`config.mk`:
```
export PLATFORM = sky130hd
export DESIGN_NAME = lock_controller_flat
export DESIGN_NICKNAME = d
export VERILOG_FILES = /design/src/rtl/lock_pkg.sv /design/src/rtl/lock_controller_if.sv /design/src/rtl/lock_timer.sv /design/src/rtl/lock_controller.sv /design/src/flat_wrapper.sv
export SDC_FILE = /design/constraint.sdc
export NUM_CORES = 1
export LEC_CHECK = 0
export ABC_CLOCK_PERIOD_IN_PS = 2200
export CAP_MARGIN = 10
export CORE_ASPECT_RATIO = 1.75
export CORE_MARGIN = 2
export CORE_UTILIZATION = 50
export DETAILED_ROUTE_END_ITERATION = 7
export PLACE_DENSITY_LB_ADDON = 0.2
export SETUP_SLACK_MARGIN = 0.3
export SYNTH_ARGS = -nofsm -noshare
export SYNTH_HDL_FRONTEND = slang
export SYNTH_SLANG_ARGS = --single-unit
export TNS_END_PERCENT = 1
```
`constraint.sdc`:
```
create_clock -name clk -period 2.2 [get_ports clk]
set_input_delay 0.55 -clock clk [delete_from_list [all_inputs] [get_ports clk]]
set_output_delay 0.55 -clock clk [all_outputs]
set_load 0.05 [all_outputs]
```
`src/rtl/lock_pkg.sv`:
```
// Shared types and constants for the keypad lock sequencer.
//   lock_state_t : sequencer states
//   KEY_W        : width of a keypad digit
//   CNT_W/FAIL_W : widths of the digit and failure counters
//   DEF_*        : default entry length limits
package lock_pkg;

    localparam int unsigned KEY_W       = 2;
    localparam int unsigned CNT_W       = 4;
    localparam int unsigned FAIL_W      = 2;
    localparam int unsigned DEF_MAX_LEN = 8;
    localparam int unsigned DEF_MIN_LEN = 4;

    typedef enum logic [2:0] {
        IDLE     = 3'd0,
        ENTRY    = 3'd1,
        WAIT_RES = 3'd2,
        UNLOCKED = 3'd3,
        LOCKOUT  = 3'd4
    } lock_state_t;

endpackage

```
`src/rtl/lock_controller_if.sv`:
```
// Keypad-event and code-checker signals seen by the lock sequencer.
//   key_valid/key_bits/key_enter/key_clear : single-cycle keypad events
//   chk_match/chk_done                     : checker verdict
//   chk_input/chk_bits/chk_compare/chk_clear : single-cycle checker commands
// master: keypad front-end + checker side; slave: the sequencer.
interface lock_controller_if;
    import lock_pkg::*;

    logic             key_valid;
    logic [KEY_W-1:0] key_bits;
    logic             key_enter;
    logic             key_clear;
    logic             chk_match;
    logic             chk_done;
    logic             chk_input;
    logic [KEY_W-1:0] chk_bits;
    logic             chk_compare;
    logic             chk_clear;

    modport master (
        output key_valid, key_bits, key_enter, key_clear, chk_match, chk_done,
        input  chk_input, chk_bits, chk_compare, chk_clear
    );

    modport slave (
        input  key_valid, key_bits, key_enter, key_clear, chk_match, chk_done,
        output chk_input, chk_bits, chk_compare, chk_clear
    );

endinterface

```
`src/rtl/lock_timer.sv`:
```
// Shared up-counter for the sequencer's timed states.
//   clk, resetn : clock, async active-low reset
//   clear       : restart the count at zero on the next edge
//   limit       : terminal value for the current state
//   tc_c        : count has reached limit (combinational)
module lock_timer #(
    parameter int unsigned W = 13
) (
    input  logic         clk,
    input  logic         resetn,
    input  logic         clear,
    input  logic [W-1:0] limit,
    output logic         tc_c
);

    logic [W-1:0] count;

    // Saturating count so a long stay in an untimed state cannot wrap.
    always_ff @(posedge clk or negedge resetn) begin
        if (!resetn) begin
            count <= '0;
        end else if (clear) begin
            count <= '0;
        end else if (count != '1) begin
            count <= count + W'(1);
        end
    end

    assign tc_c = (count == limit);

endmodule

```
`src/rtl/lock_controller.sv`:
```
// Keypad lock sequencer: forwards digits to the code checker, requests the
// comparison, drives unlock and enforces lockout after repeated failures.
//   clk, resetn  : clock, async active-low reset
//   bus          : keypad events in, checker commands out (slave side)
//   unlock       : lock released
//   locked_out   : keypad ignored after too many failures
//   digit_count  : digits in the current attempt
//   fail_count   : consecutive failed attempts
module lock_controller
    import lock_pkg::*;
#(
    parameter int unsigned MAX_LEN        = DEF_MAX_LEN,
    parameter int unsigned MIN_LEN        = DEF_MIN_LEN,
    parameter int unsigned MAX_FAILS      = 3,
    parameter int unsigned UNLOCK_CYCLES  = 1000,
    parameter int unsigned LOCKOUT_CYCLES = 5000,
    parameter int unsigned RESULT_TMO     = 64
) (
    input  logic              clk,
    input  logic              resetn,
    lock_controller_if.slave  bus,
    output logic              unlock,
    output logic              locked_out,
    output logic [CNT_W-1:0]  digit_count,
    output logic [FAIL_W-1:0] fail_count
);

    localparam int unsigned TMR_W =
        $clog2((UNLOCK_CYCLES > LOCKOUT_CYCLES) ? UNLOCK_CYCLES : LOCKOUT_CYCLES);

    lock_state_t       state, state_next;
    logic [CNT_W-1:0]  digit_count_next;
    logic [FAIL_W-1:0] fail_count_next, fail_inc;
    logic              chk_input_next, chk_compare_next, chk_clear_next;
    logic [KEY_W-1:0]  chk_bits_next;
    logic [TMR_W-1:0]  tmr_limit;
    logic              tmr_clear, tmr_tc;

    // Timer restarts on every state change; its limit follows the current state.
    assign tmr_clear = (state_next != state);

    always_comb begin
        tmr_limit = '1;
        case (state)
            WAIT_RES: tmr_limit = TMR_W'(RESULT_TMO - 1);
            UNLOCKED: tmr_limit = TMR_W'(UNLOCK_CYCLES - 1);
            LOCKOUT:  tmr_limit = TMR_W'(LOCKOUT_CYCLES - 1);
            default:  tmr_limit = '1;
        endcase
    end

    lock_timer #(.W(TMR_W)) u_timer (
        .clk    (clk),
        .resetn (resetn),
        .clear  (tmr_clear),
        .limit  (tmr_limit),
        .tc_c   (tmr_tc)
    );

    // Next-state, counter and strobe logic.
    always_comb begin
        state_next       = state;
        digit_count_next = digit_count;
        fail_count_next  = fail_count;
        chk_input_next   = 1'b0;
        chk_bits_next    = '0;
        chk_compare_next = 1'b0;
        chk_clear_next   = 1'b0;
        fail_inc = (fail_count == FAIL_W'(MAX_FAILS)) ? fail_count
                                                       : fail_count + FAIL_W'(1);

        case (state)
            IDLE: begin
                if (bus.key_valid) begin
                    chk_input_next   = 1'b1;
                    chk_bits_next    = bus.key_bits;
                    digit_count_next = CNT_W'(1);
                    state_next       = ENTRY;
                end
            end
            ENTRY: begin
                if (bus.key_clear) begin
                    chk_clear_next   = 1'b1;
                    digit_count_next = '0;
                    state_next       = IDLE;
                end else if (bus.key_enter) begin
                    if (digit_count >= CNT_W'(MIN_LEN)) begin
                        chk_compare_next = 1'b1;
                        state_next       = WAIT_RES;
                    end else begin
                        // Too-short attempt is a failure in its own right.
                        chk_clear_next   = 1'b1;
                        digit_count_next = '0;
                        fail_count_next  = fail_inc;
                        state_next = (fail_inc == FAIL_W'(MAX_FAILS)) ? LOCKOUT : IDLE;
                    end
                end else if (bus.key_valid && (digit_count < CNT_W'(MAX_LEN))) begin
                    chk_input_next   = 1'b1;
                    chk_bits_next    = bus.key_bits;
                    digit_count_next = digit_count + CNT_W'(1);
                end
            end
            WAIT_RES: begin
                // A verdict arriving on the timeout cycle still counts.
                if (bus.chk_done && bus.chk_match) begin
                    fail_count_next = '0;
                    state_next      = UNLOCKED;
                end else if (bus.chk_done || tmr_tc) begin
                    chk_clear_next   = 1'b1;
                    digit_count_next = '0;
                    fail_count_next  = fail_inc;
                    state_next = (fail_inc == FAIL_W'(MAX_FAILS)) ? LOCKOUT : IDLE;
                end
            end
            UNLOCKED: begin
                if (tmr_tc) begin
                    chk_clear_next   = 1'b1;
                    digit_count_next = '0;
                    state_next       = IDLE;
                end
            end
            LOCKOUT: begin
                if (tmr_tc) begin
                    fail_count_next = '0;
                    state_next      = IDLE;
                end
            end
            default: state_next = IDLE;
        endcase
    end

    // State, counters and all outputs registered together.
    always_ff @(posedge clk or negedge resetn) begin
        if (!resetn) begin
            state           <= IDLE;
            digit_count     <= '0;
            fail_count      <= '0;
            bus.chk_input   <= 1'b0;
            bus.chk_bits    <= '0;
            bus.chk_compare <= 1'b0;
            bus.chk_clear   <= 1'b0;
            unlock          <= 1'b0;
            locked_out      <= 1'b0;
        end else begin
            state           <= state_next;
            digit_count     <= digit_count_next;
            fail_count      <= fail_count_next;
            bus.chk_input   <= chk_input_next;
            bus.chk_bits    <= chk_bits_next;
            bus.chk_compare <= chk_compare_next;
            bus.chk_clear   <= chk_clear_next;
            unlock          <= (state_next == UNLOCKED);
            locked_out      <= (state_next == LOCKOUT);
        end
    end

endmodule
```
`src/flat_wrapper.sv`:
```
// flat-port wrapper written by rule: the top's interface ports become plain ports
module lock_controller_flat import lock_pkg::*;
#(
    parameter int unsigned MAX_LEN        = DEF_MAX_LEN,
    parameter int unsigned MIN_LEN        = DEF_MIN_LEN,
    parameter int unsigned MAX_FAILS      = 3,
    parameter int unsigned UNLOCK_CYCLES  = 1000,
    parameter int unsigned LOCKOUT_CYCLES = 5000,
    parameter int unsigned RESULT_TMO     = 64
)
  (clk, resetn, unlock, locked_out, digit_count, fail_count, bus_key_valid, bus_key_bits, bus_key_enter, bus_key_clear, bus_chk_match, bus_chk_done, bus_chk_input, bus_chk_bits, bus_chk_compare, bus_chk_clear);
  lock_controller_if bus_i ();
  input  logic clk;
  input  logic resetn;
  output logic unlock;
  output logic locked_out;
  output logic [CNT_W-1:0] digit_count;
  output logic [FAIL_W-1:0] fail_count;
  input wire logic [$bits(bus_i.key_valid)-1:0] bus_key_valid;
  input wire logic [$bits(bus_i.key_bits)-1:0] bus_key_bits;
  input wire logic [$bits(bus_i.key_enter)-1:0] bus_key_enter;
  input wire logic [$bits(bus_i.key_clear)-1:0] bus_key_clear;
  input wire logic [$bits(bus_i.chk_match)-1:0] bus_chk_match;
  input wire logic [$bits(bus_i.chk_done)-1:0] bus_chk_done;
  output wire logic [$bits(bus_i.chk_input)-1:0] bus_chk_input;
  output wire logic [$bits(bus_i.chk_bits)-1:0] bus_chk_bits;
  output wire logic [$bits(bus_i.chk_compare)-1:0] bus_chk_compare;
  output wire logic [$bits(bus_i.chk_clear)-1:0] bus_chk_clear;
  assign bus_i.key_valid = bus_key_valid;
  assign bus_i.key_bits = bus_key_bits;
  assign bus_i.key_enter = bus_key_enter;
  assign bus_i.key_clear = bus_key_clear;
  assign bus_i.chk_match = bus_chk_match;
  assign bus_i.chk_done = bus_chk_done;
  assign bus_chk_input = bus_i.chk_input;
  assign bus_chk_bits = bus_i.chk_bits;
  assign bus_chk_compare = bus_i.chk_compare;
  assign bus_chk_clear = bus_i.chk_clear;
  lock_controller #(.MAX_LEN(MAX_LEN), .MIN_LEN(MIN_LEN), .MAX_FAILS(MAX_FAILS), .UNLOCK_CYCLES(UNLOCK_CYCLES), .LOCKOUT_CYCLES(LOCKOUT_CYCLES), .RESULT_TMO(RESULT_TMO)) u_core (.clk(clk), .resetn(resetn), .bus(bus_i), .unlock(unlock), .locked_out(locked_out), .digit_count(digit_count), .fail_count(fail_count));
endmodule
```
==> results.yml <==
drt:
  via_per_inst: 5.63
  met1_length_mm: 1.92
  ant_nets: 0
  wl_per_cell_um: 15.3
  drc: 0
  highest_layer: "met4"
  wl_mm: 5.00
  drt_iter0_drc: 50
  vias: 1834
  firstDrtPassIters: 4
  met3_length_um: 155
  route.met2.wl_mm: 2.76
layout:
  final_cell_mix: "42 x buf_4, 27 x dfrtp_1, 25 x nor2_1"
  fin_cells: 326
  antenna_cells: 0
  layout_commonest_cell: "buf_4"
  fin_nets: 288
  drive_gt1_frac: 0.284
  area_growth_pct: 39.7
  final_area_um2: 2710
setup_path:
  r2r-end: "u_core.state[0]$_DFF_PN0_"
  setup.worst_path.class: "reg2reg"
  r2r_cells: 7
  crit_arrival_ns: 2.38
  reg2reg_slack_ns: -0.01
  r2r-start: "u_core.state[1]$_DFF_PN0_"
  crit_path_start_kind: "flop"
  path_max_fanout: 8
  endpoint_kind: "flop"
  cp_data_required_time_ns: 2.37
yosys:
  syn-num-nets: 228
  synth_edf_count: 0
  yosys_warnings: 0
  netlist.top_cell.by_area: "dfrtp_1"
  synth-seq-area-share: 0.374
  syn-cell-area_um2: 1940
  async_flop_share: 1.00
  synth_seq_cells: 29
  yosysUniqueCellTypes: 60
  syn_inst: 217
  syn-mean-instance-area_um2: 8.93
  synthFlopType: "dfrtp_1"
  synth.top_cell.area_share: 0.374
  yosys-top-cells-area: "dfrtp_1 37%, nor2_1 4.8%, nand2_1 3.7%"
grt:
  grt_usage: 0.250
  antenna_found_initial: 0
  grt_max_degree: 30
  overflow: 0
  grt_pass1_vias: 1794
  grt_pass1_wl_mm: 8.12
place:
  gp_congestion: 0.817
  placed_area_um2: 2500
  io_buffers: 21
  dp.final_hpwl_mm: 3.74
  dp.cells: 317
sta:
  relSlewSlack: 0.615
  maxClockFrequency_ghz: 0.452
  slew_viol_final: 0
  setup_slack_ns: -0.0114
  finalSetupTns_ns: -0.0118
  period_minus_slack_ns: 2.21
  post-route-period-util: 1.01
  hold_viol: 0
  setup_viol: 2
  rsz0062_at_grt: "yes"
  worstMarginPinSlew_ns: 0.572
  hold_ws_ns: 0.561
  finClkSkew_ns: 0.00488
hold_path:
  hold_class: "reg2reg"
  hold_end: "u_core.digit_count[1]$_DFFE_PN0P_"
  min_path_cells: 2
  min_from: "u_core.digit_count[1]$_DFFE_PN0P_"
power_and_ir_drop:
  ir_drop_uv: 729
  p_int_mw: 1.46
  clock_power_share: 0.206
  leakagePower_nw: 1.35
  report.power.total_mw: 2.39
  power_density_nw_per_um2: 885
  switching_share: 0.392
  power_frac_seq: 0.295
  p_sw_mw: 0.938
  pwr-share-comb: 0.499
floorplanning:
  core_um2: 3790
  dieHeight_um: 86.4
  rows: 30
  die_x_um: 51.1
  ios: 22
  die-area_um2: 4410
  initial_core_util: 0.511
clock_tree:
  clock_latency_ns: 0.29
  cts.sinks: 29
  cts.path.max_buffers: 2
  cts_buffers: 5
  holdBufCountCts: 0
  clk_pin_slew_worst_paths_ns: 0.06
  cts_tree: "done"
  clockRootBuffer: "clkbuf_8"
  cts_max_level: 2
outcome:
  status: "finished with violations"
  violations: "negative setup slack"
flow_run:
  cap_violations: 0
-- stage by stage --
| stage | utilization | setup slack [ns] |
|---|---|---|
| 3_3_place_gp | 0.659 | -0.180 |
| 4_1_cts | 0.688 | 0.00124 |
| 2_1_floorplan | - | 0.155 |
| 6_report | 0.714 | -0.0114 |
| 5_1_grt | 0.714 | -0.0894 |
| 3_5_place_dp | 0.659 | -0.201 |
-- state kept, by name (all words and copies together), names as in the netlist --
signal / count
u_core.u_timer.count: 13
u_core.digit_count: 4
u_core.state: 3
u_core.bus.chk_bits: 2
u_core.fail_count: 2
u_core.bus.chk_clear: 1
u_core.bus.chk_compare: 1
u_core.bus.chk_input: 1
u_core.locked_out: 1
u_core.unlock: 1
-- Yosys cell counts (all sizes together), types with 2 or more instances --
cell type and instances:
nor4 4, or3b 2, a21oi 13, o211ai 2, nand4 5, nand2b 7, a31oi 2, nor4b 2
nor3 4, and3 3, o21ai 13, xnor2 8, nor3b 4, clkbuf 4, buf 9, mux2i 5
inv 10, nand2 19, mux2 2, and2 6, a211o 3, ha 2, nand4b 2, nor2 25
a21o 2, o22ai 2, dfrtp 29, a221o 3, nand3 6
-- worst max path at each step --
stage | start | endpoint | depth (start not counted)
final | u_core.state[1]$_DFF_PN0_ | u_core.state[0]$_DFF_PN0_ | 7
after global routing | u_core.state[1]$_DFF_PN0_ | u_core.state[0]$_DFF_PN0_ | 7
after CTS | u_core.state[0]$_DFF_PN0_ | u_core.digit_count[0]$_DFFE_PN0P_ | 7
after detailed placement | bus_key_clear | u_core.digit_count[0]$_DFFE_PN0P_ | 6
after global placement | bus_key_clear | u_core.digit_count[0]$_DFFE_PN0P_ | 6
after floorplan | u_core.state[1]$_DFF_PN0_ | u_core.u_timer.count[12]$_DFFE_PN0P_ | 8
-- cells by family after synthesis --
| kind of cell | synth area share |
|---|---|
| AND/OR/NAND/NOR | 0.277 |
| AO/OA/AOI/OAI | 0.200 |
| flip-flops | 0.374 |
| buffers and inverters | 0.0555 |
| XOR/XNOR | 0.0407 |
| multiplexers | 0.0394 |
| adder cells (fa/ha/maj) | 0.0129 |
-- timing repair --
item | CTS | global route
pin swaps | 2 | 6
buffers inserted | 1 | 0
endpoints found under the setup margin | 39 | 40
resized for setup | 1 | 28
-- area by class of cell --
type                    instances  area [µm²]
repair buffers                 66         597
clock inverters                 1        5.00
clock buffers                   7        96.3
well taps                      48        60.1
fillers                       284        1080
inverters                      10        37.5
flip-flops and latches         29         728
multi-input cells             165        1180
-- routing by layer --
| metal | GRT usage | vias to the layer above |
|---|---|---|
| met5 | 0 | - |
| met4 | 0.160 | 0 |
| met3 | 0.0431 | 15 |
| met2 | 0.444 | 50 |
| met1 | 0.263 | 874 |
| li1 | - | 895 |
-- critical path, cell delays in order, from the launching register on --
cell	delay (ns)
dfrtp_2	0.46
or3b_4	0.44
o2bb2ai_2	0.13
a22o_1	0.21
nand4_1	0.14
buf_6	0.18
a21o_1	0.18
a221o_1	0.34
-- power by group through the flow --
stage / clock network (mW) / logic [mW] / registers, mW
final: 0.494 / 1.19 / 0.706
after global placement: 0 / 1.13 / 0.708
after global routing: 0.523 / 1.28 / 0.716
after floorplan: 0 / 0.572 / 0.856
after detailed placement: 0 / 1.15 / 0.713
after CTS: 0.504 / 1.15 / 0.704
No activity file was read; power rests on OpenSTA's default activity.
